### src/rtl/writeback_arbiter.sv
// Writeback arbiter: per-source 2-entry FIFOs feeding round-robin
// arbitration onto one scalar and one vector writeback port.
module wb_arb_chan #(
  parameter int N = 3,
  parameter int W = 8
) (
  input  logic         clk,
  input  logic         rst_n,
  input  logic [N-1:0] in_valid_i,
  output logic [N-1:0] in_ready_o,
  input  logic [N*W-1:0] in_data_i,
  output logic         out_valid_o,
  input  logic         out_ready_i,
  output logic [W-1:0] out_data_o,
  output logic         out_fire_o
);
  localparam int GW = (N > 1) ? $clog2(N) : 1;

  logic [1:0]    cnt_q [N];
  logic [1:0]    cnt_d [N];
  logic [W-1:0]  mem_q [N][2];
  logic [W-1:0]  mem_d [N][2];
  logic [GW-1:0] rr_q, rr_d, gnt;
  logic          found, load;
  logic          vld_q, vld_d;
  logic [W-1:0]  dat_q, dat_d;

  always_comb begin
    for (int i = 0; i < N; i++)
      in_ready_o[i] = rst_n && (cnt_q[i] != 2'd2);
  end

  assign out_valid_o = vld_q;
  assign out_data_o  = dat_q;
  assign out_fire_o  = vld_q & out_ready_i;
  assign load        = !vld_q || out_ready_i;

  // two passes: sources at/after rr_q first, then wrap to the low ones
  always_comb begin
    found = 1'b0;
    gnt   = '0;
    for (int i = 0; i < N; i++)
      if (!found && GW'(i) >= rr_q && cnt_q[i] != 2'd0) begin
        found = 1'b1;
        gnt   = GW'(i);
      end
    for (int i = 0; i < N; i++)
      if (!found && cnt_q[i] != 2'd0) begin
        found = 1'b1;
        gnt   = GW'(i);
      end
  end

  always_comb begin
    cnt_d = cnt_q;
    mem_d = mem_q;
    rr_d  = rr_q;
    vld_d = vld_q && !out_ready_i;
    dat_d = dat_q;
    if (load && found) begin
      vld_d          = 1'b1;
      dat_d          = mem_q[gnt][0];
      mem_d[gnt][0]  = mem_q[gnt][1];
      cnt_d[gnt]     = cnt_q[gnt] - 2'd1;
      rr_d = (gnt == GW'(N-1)) ? '0 : gnt + 1'b1;
    end
    // push lands behind whatever survives the pop
    for (int i = 0; i < N; i++)
      if (in_valid_i[i] && in_ready_o[i]) begin
        mem_d[i][cnt_d[i][0]] = in_data_i[i*W +: W];
        cnt_d[i] = cnt_d[i] + 2'd1;
      end
  end

  always_ff @(posedge clk) begin
    if (!rst_n) begin
      for (int i = 0; i < N; i++)
        cnt_q[i] <= '0;
      rr_q  <= '0;
      vld_q <= 1'b0;
      dat_q <= '0;
    end else begin
      for (int i = 0; i < N; i++)
        cnt_q[i] <= cnt_d[i];
      rr_q  <= rr_d;
      vld_q <= vld_d;
      dat_q <= dat_d;
    end
  end

  always_ff @(posedge clk) begin
    for (int i = 0; i < N; i++) begin
      mem_q[i][0] <= mem_d[i][0];
      mem_q[i][1] <= mem_d[i][1];
    end
  end
endmodule

module writeback_arbiter #(
  parameter int NX   = 3,
  parameter int NV   = 3,
  parameter int RW   = 8,
  parameter int WIDW = 2,
  parameter int XLEN = 32,
  parameter int NT   = 8
) (
  input  logic                 clk,
  input  logic                 rst_n,
  input  logic [NX-1:0]        x_in_valid_i,
  output logic [NX-1:0]        x_in_ready_o,
  input  logic [NX*WIDW-1:0]   x_in_wid_i,
  input  logic [NX*RW-1:0]     x_in_idx_i,
  input  logic [NX-1:0]        x_in_wxd_i,
  input  logic [NX*XLEN-1:0]   x_in_data_i,
  input  logic [NV-1:0]        v_in_valid_i,
  output logic [NV-1:0]        v_in_ready_o,
  input  logic [NV*WIDW-1:0]   v_in_wid_i,
  input  logic [NV*RW-1:0]     v_in_idx_i,
  input  logic [NV-1:0]        v_in_wvd_i,
  input  logic [NV*NT-1:0]     v_in_mask_i,
  input  logic [NV*NT*XLEN-1:0] v_in_data_i,
  output logic                 wb_x_valid_o,
  input  logic                 wb_x_ready_i,
  output logic [WIDW-1:0]      wb_x_wid_o,
  output logic [RW-1:0]        wb_x_reg_idxw_o,
  output logic                 wb_x_wxd_o,
  output logic [XLEN-1:0]      wb_x_data_o,
  output logic                 wb_x_fire_o,
  output logic                 wb_v_valid_o,
  input  logic                 wb_v_ready_i,
  output logic [WIDW-1:0]      wb_v_wid_o,
  output logic [RW-1:0]        wb_v_reg_idxw_o,
  output logic                 wb_v_wvd_o,
  output logic [NT-1:0]        wb_v_mask_o,
  output logic [NT*XLEN-1:0]   wb_v_data_o,
  output logic                 wb_v_fire_o
);
  localparam int XW = WIDW + RW + 1 + XLEN;
  localparam int VW = WIDW + RW + 1 + NT + NT*XLEN;

  logic [NX*XW-1:0] x_pl;
  logic [NV*VW-1:0] v_pl;
  logic [XW-1:0]    x_out;
  logic [VW-1:0]    v_out;

  // x0 writes are squashed on entry so they still flow and fire
  for (genvar s = 0; s < NX; s++) begin : g_x
    assign x_pl[s*XW +: XW] = {
      x_in_wid_i[s*WIDW +: WIDW],
      x_in_idx_i[s*RW +: RW],
      x_in_wxd_i[s] & (x_in_idx_i[s*RW +: RW] != '0),
      x_in_data_i[s*XLEN +: XLEN]
    };
  end

  for (genvar s = 0; s < NV; s++) begin : g_v
    assign v_pl[s*VW +: VW] = {
      v_in_wid_i[s*WIDW +: WIDW],
      v_in_idx_i[s*RW +: RW],
      v_in_wvd_i[s],
      v_in_mask_i[s*NT +: NT],
      v_in_data_i[s*NT*XLEN +: NT*XLEN]
    };
  end

  wb_arb_chan #(.N(NX), .W(XW)) u_x (
    .clk         (clk),
    .rst_n       (rst_n),
    .in_valid_i  (x_in_valid_i),
    .in_ready_o  (x_in_ready_o),
    .in_data_i   (x_pl),
    .out_valid_o (wb_x_valid_o),
    .out_ready_i (wb_x_ready_i),
    .out_data_o  (x_out),
    .out_fire_o  (wb_x_fire_o)
  );

  wb_arb_chan #(.N(NV), .W(VW)) u_v (
    .clk         (clk),
    .rst_n       (rst_n),
    .in_valid_i  (v_in_valid_i),
    .in_ready_o  (v_in_ready_o),
    .in_data_i   (v_pl),
    .out_valid_o (wb_v_valid_o),
    .out_ready_i (wb_v_ready_i),
    .out_data_o  (v_out),
    .out_fire_o  (wb_v_fire_o)
  );

  assign {wb_x_wid_o, wb_x_reg_idxw_o,
          wb_x_wxd_o, wb_x_data_o} = x_out;
  assign {wb_v_wid_o, wb_v_reg_idxw_o, wb_v_wvd_o,
          wb_v_mask_o, wb_v_data_o} = v_out;
endmodule

### config.mk
export PLATFORM = sky130hd
export DESIGN_NAME = writeback_arbiter
export DESIGN_NICKNAME = d
export VERILOG_FILES = /design/src/rtl/writeback_arbiter.sv
export SDC_FILE = /design/constraint.sdc
export NUM_CORES = 2
export LEC_CHECK = 0
export BUFFER_PORTS_ARGS = -buffer_cell sky130_fd_sc_hd__buf_2
export CAP_MARGIN = 20
export CORE_AREA = 2 2 508 510
export CTS_CLUSTER_SIZE = 14
export DETAILED_ROUTE_END_ITERATION = 16
export DIE_AREA = 0 0 510 512
export PLACE_DENSITY = 0.57
export SYNTH_ARGS = -nofsm -noshare
export SYNTH_HDL_FRONTEND = slang
export SYNTH_SLANG_ARGS = --single-unit
export TNS_END_PERCENT = 30
### constraint.sdc
create_clock -name clk -period 16 [get_ports clk]
set_input_delay 4.8 -clock clk [delete_from_list [all_inputs] [get_ports clk]]
set_output_delay 4.8 -clock clk [all_outputs]
set_load 0.01 [all_outputs]
==> impl_metrics.ini <==
[sta]
post-route-period-util_pct = 68.6
finalHoldViolCount = 0
worst_pin_slew_ps = 1740
setup_violations = 0
slew_headroom_pct = -16.0
min_period_ps = 10970
rsz0062_at_grt = no
finalMaxSlewViolations = 84
clock.fmax_mhz = 91.2
skew_ps = 97.7
timing.setup.tns_ps = 0

[die]
fp.dieH_um = 512
pin_count = 1292
die-area_um2 = 261000
core_area_um2 = 256000
chipWidth_um = 510
start_util_pct = 37.5
num_rows = 186

[synthesis]
ys_types = 60
synth_top_area_share_pct = 29.9
netlist_area_um2 = 95900
async_flop_share_pct = 0
dominantRegCellSynth = dfxtp_1
yosys_warnings = 0
synth.avg_cell_area_um2 = 11.0
synth_area_leader_cell = edfxtp_1
synth_cells = 8711
yosys-top-cells-area = edfxtp_1 30%, dfxtp_1 27%, mux2_1 6.2%, and3_1 5.9%, nor2_1 4.7%
ys_ff_latch = 2244
syn-num-nets = 9681
synth_edf_count = 954
ys_seq_area_share_pct = 56.8

[worst_setup_path]
cp-start-kind = primary input
critPathRequiredTime_ps = 11200
reg2reg_setup_slack_ps = 10370
crit_fanout = 92
crit_type = in -> out
crit_path_start = rst_n
cp.arrival_ps = 6170
reg2reg_from = u_v.cnt_q[0]
end_kind = output pin
worstRegToRegCells = 9
r2r_end = u_v.mem_q[1399]

[placement]
dpl.hpwl_um = 223000
gp_congestion = 0.894
portBuffers = 1291

[min_path]
hold_start = u_v.out_data_o[5]
min_path_cells = 2
min_to = u_v.out_data_o[5]
hp-class = reg -> reg

[layout]
nets = 10500
syn_to_final_growth_pct = 17.6
layout-drive-gt1-share_pct = 22.5
fill_cells = 24100

[grt]
grt_pass1_vias = 73700
top_usage_layer = met2
antenna_found_initial = 298
use_met1_pct = 33.6
overflow = 0
grt_usage_pct = 26.7
use_met3_pct = 6.70
gr-usage-met2_pct = 41.8
grt_max_degree = 168
grt_pass1_wl_um = 521000

[clock_network]
clk_path_buf_depth = 3
hold_buffers = 0
path_clk_slew_ps = 50
cts_htree_levels = 4
root_buffer = clkbuf_16
clock_latency_ps = 900
post_cts.repair.setup_buffers = 0
cts_sinks = 2244
ctsResizeCount = 0
cts_buffers = 236
cts_tree = yes

[route]
drt_iter0_drc = 9373
drc_errors = 0
ant_nets = 0
wire_per_inst_um = 27.7
vias = 77200
firstDrtPassIters = 13
wl_um = 368000
viasPerCell = 5.81

[run]
drv_cap = 0

[pwr]
peakVddDrop_v = 0.000214
powerDensity_nw_per_um2 = 254
design_power_total_w = 0.0287
p_leak_nw = 47.4

[run_status]
status = complete, but fails checks
violations = max-slew violations
worst max-delay path by stage:
stage               slack, ps  cells past startpoint               to
floorplan                3060                      7   u_v.mem_q[550]
global placement         5070                      5  x_in_ready_o[2]
detailed placement       5060                      5  x_in_ready_o[0]
CTS                      5040                      5  x_in_ready_o[0]
global route             4990                      5  x_in_ready_o[0]
finish                   5030                      5  x_in_ready_o[0]
report_power, final:
| part | total, W | switching (W) | internal (W) |
|---|---|---|---|
| Combinational | 0.0137 | 0.00852 | 0.00518 |
| Clock | 0.00563 | 0.00242 | 0.00322 |
| Sequential | 0.00936 | 0.00110 | 0.00826 |
routing by layer:
metal	wire, um	up-vias	share of wire (%)
met5	892	-	0.24
met3	33600	884	9.1
met1	145000	38200	40
met4	19000	138	5.2
met2	169000	3846	46
li1	-	34200	-
cells by family after synthesis:
kind of cell    Yosys count  share of synthesized area, %
buf+inv                 860                          3.84
compound gates         2006                          13.9
flops                  2244                          56.8
fa+ha+maj                 6                        0.0783
mux                     960                          12.2
xor+xnor                  8                        0.0809
simple gates           2627                          13.1
critical path, stage by stage:
cell	delay (ps)
buf_2	100
buf_4	220
inv_8	580
a21oi_1	170
buf_2	200
synthesized netlist by cell type (97+ instances only):
library cell,n
dfxtp_1,1290
nor2_1,1199
edfxtp_1,954
and3_1,911
a21oi_1,839
clkbuf_1,702
mux2_1,530
a22oi_1,404
nand2_1,334
a211oi_1,278
a222oi_1,275
mux2_4,251
mux2_2,131
and2_1,97
state kept, by name, indices dropped and copies added (netlist names):
name,count
u_v.cnt_q,6
u_x.cnt_q,6
u_v.mem_q,1650
u_x.out_data_o,43
u_x.rr_q,2
u_v.out_valid_o,1
u_x.mem_q,258
u_v.out_data_o,275
u_x.out_valid_o,1
u_v.rr_q,2
final cells by class:
| class | instances | area (um2) | area share [%] |
|---|---|---|---|
| clock buffers | 359 | 6890 | 6.11 |
| inverters | 14 | 75.1 | 0.0666 |
| flip-flops and latches | 2244 | 54500 | 48.3 |
| repair buffers | 1408 | 7580 | 6.72 |
| diodes | 189 | 473 | 0.419 |
| clock inverters | 90 | 1070 | 0.947 |
| well taps | 3384 | 4230 | 3.75 |
| multi-input cells | 5607 | 38000 | 33.7 |
per-stage QoR:
step / setup slack, ps / util (%) / std cells / hold WS [ps] / instance area (um2)
after floorplan: 3060 / - / 8711 / 466 / 95900
after global placement: 5070 / 40.8 / 12700 / 483 / 104000
after detailed placement: 5060 / 40.8 / 12700 / 488 / 104000
after CTS: 5040 / 43.9 / 13100 / 496 / 112000
final: 5030 / 44.1 / 13300 / 495 / 113000
after global routing: 4990 / 44.0 / 13200 / 510 / 113000
layout by cell type, fill, tap and decap left out, types with 250 or more instances in the layout:
| cell | count |
|---|---|
| nand2_1 | 332 |
| nor2_1 | 1196 |
| a22oi_1 | 404 |
| mux2_4 | 250 |
| buf_2 | 1291 |
| dfxtp_1 | 1290 |
| and3_1 | 911 |
| edfxtp_1 | 954 |
| a222oi_1 | 275 |
| a21oi_1 | 837 |
| a211oi_1 | 278 |
| mux2_1 | 530 |
No activity file was read; power rests on OpenSTA's default activity.
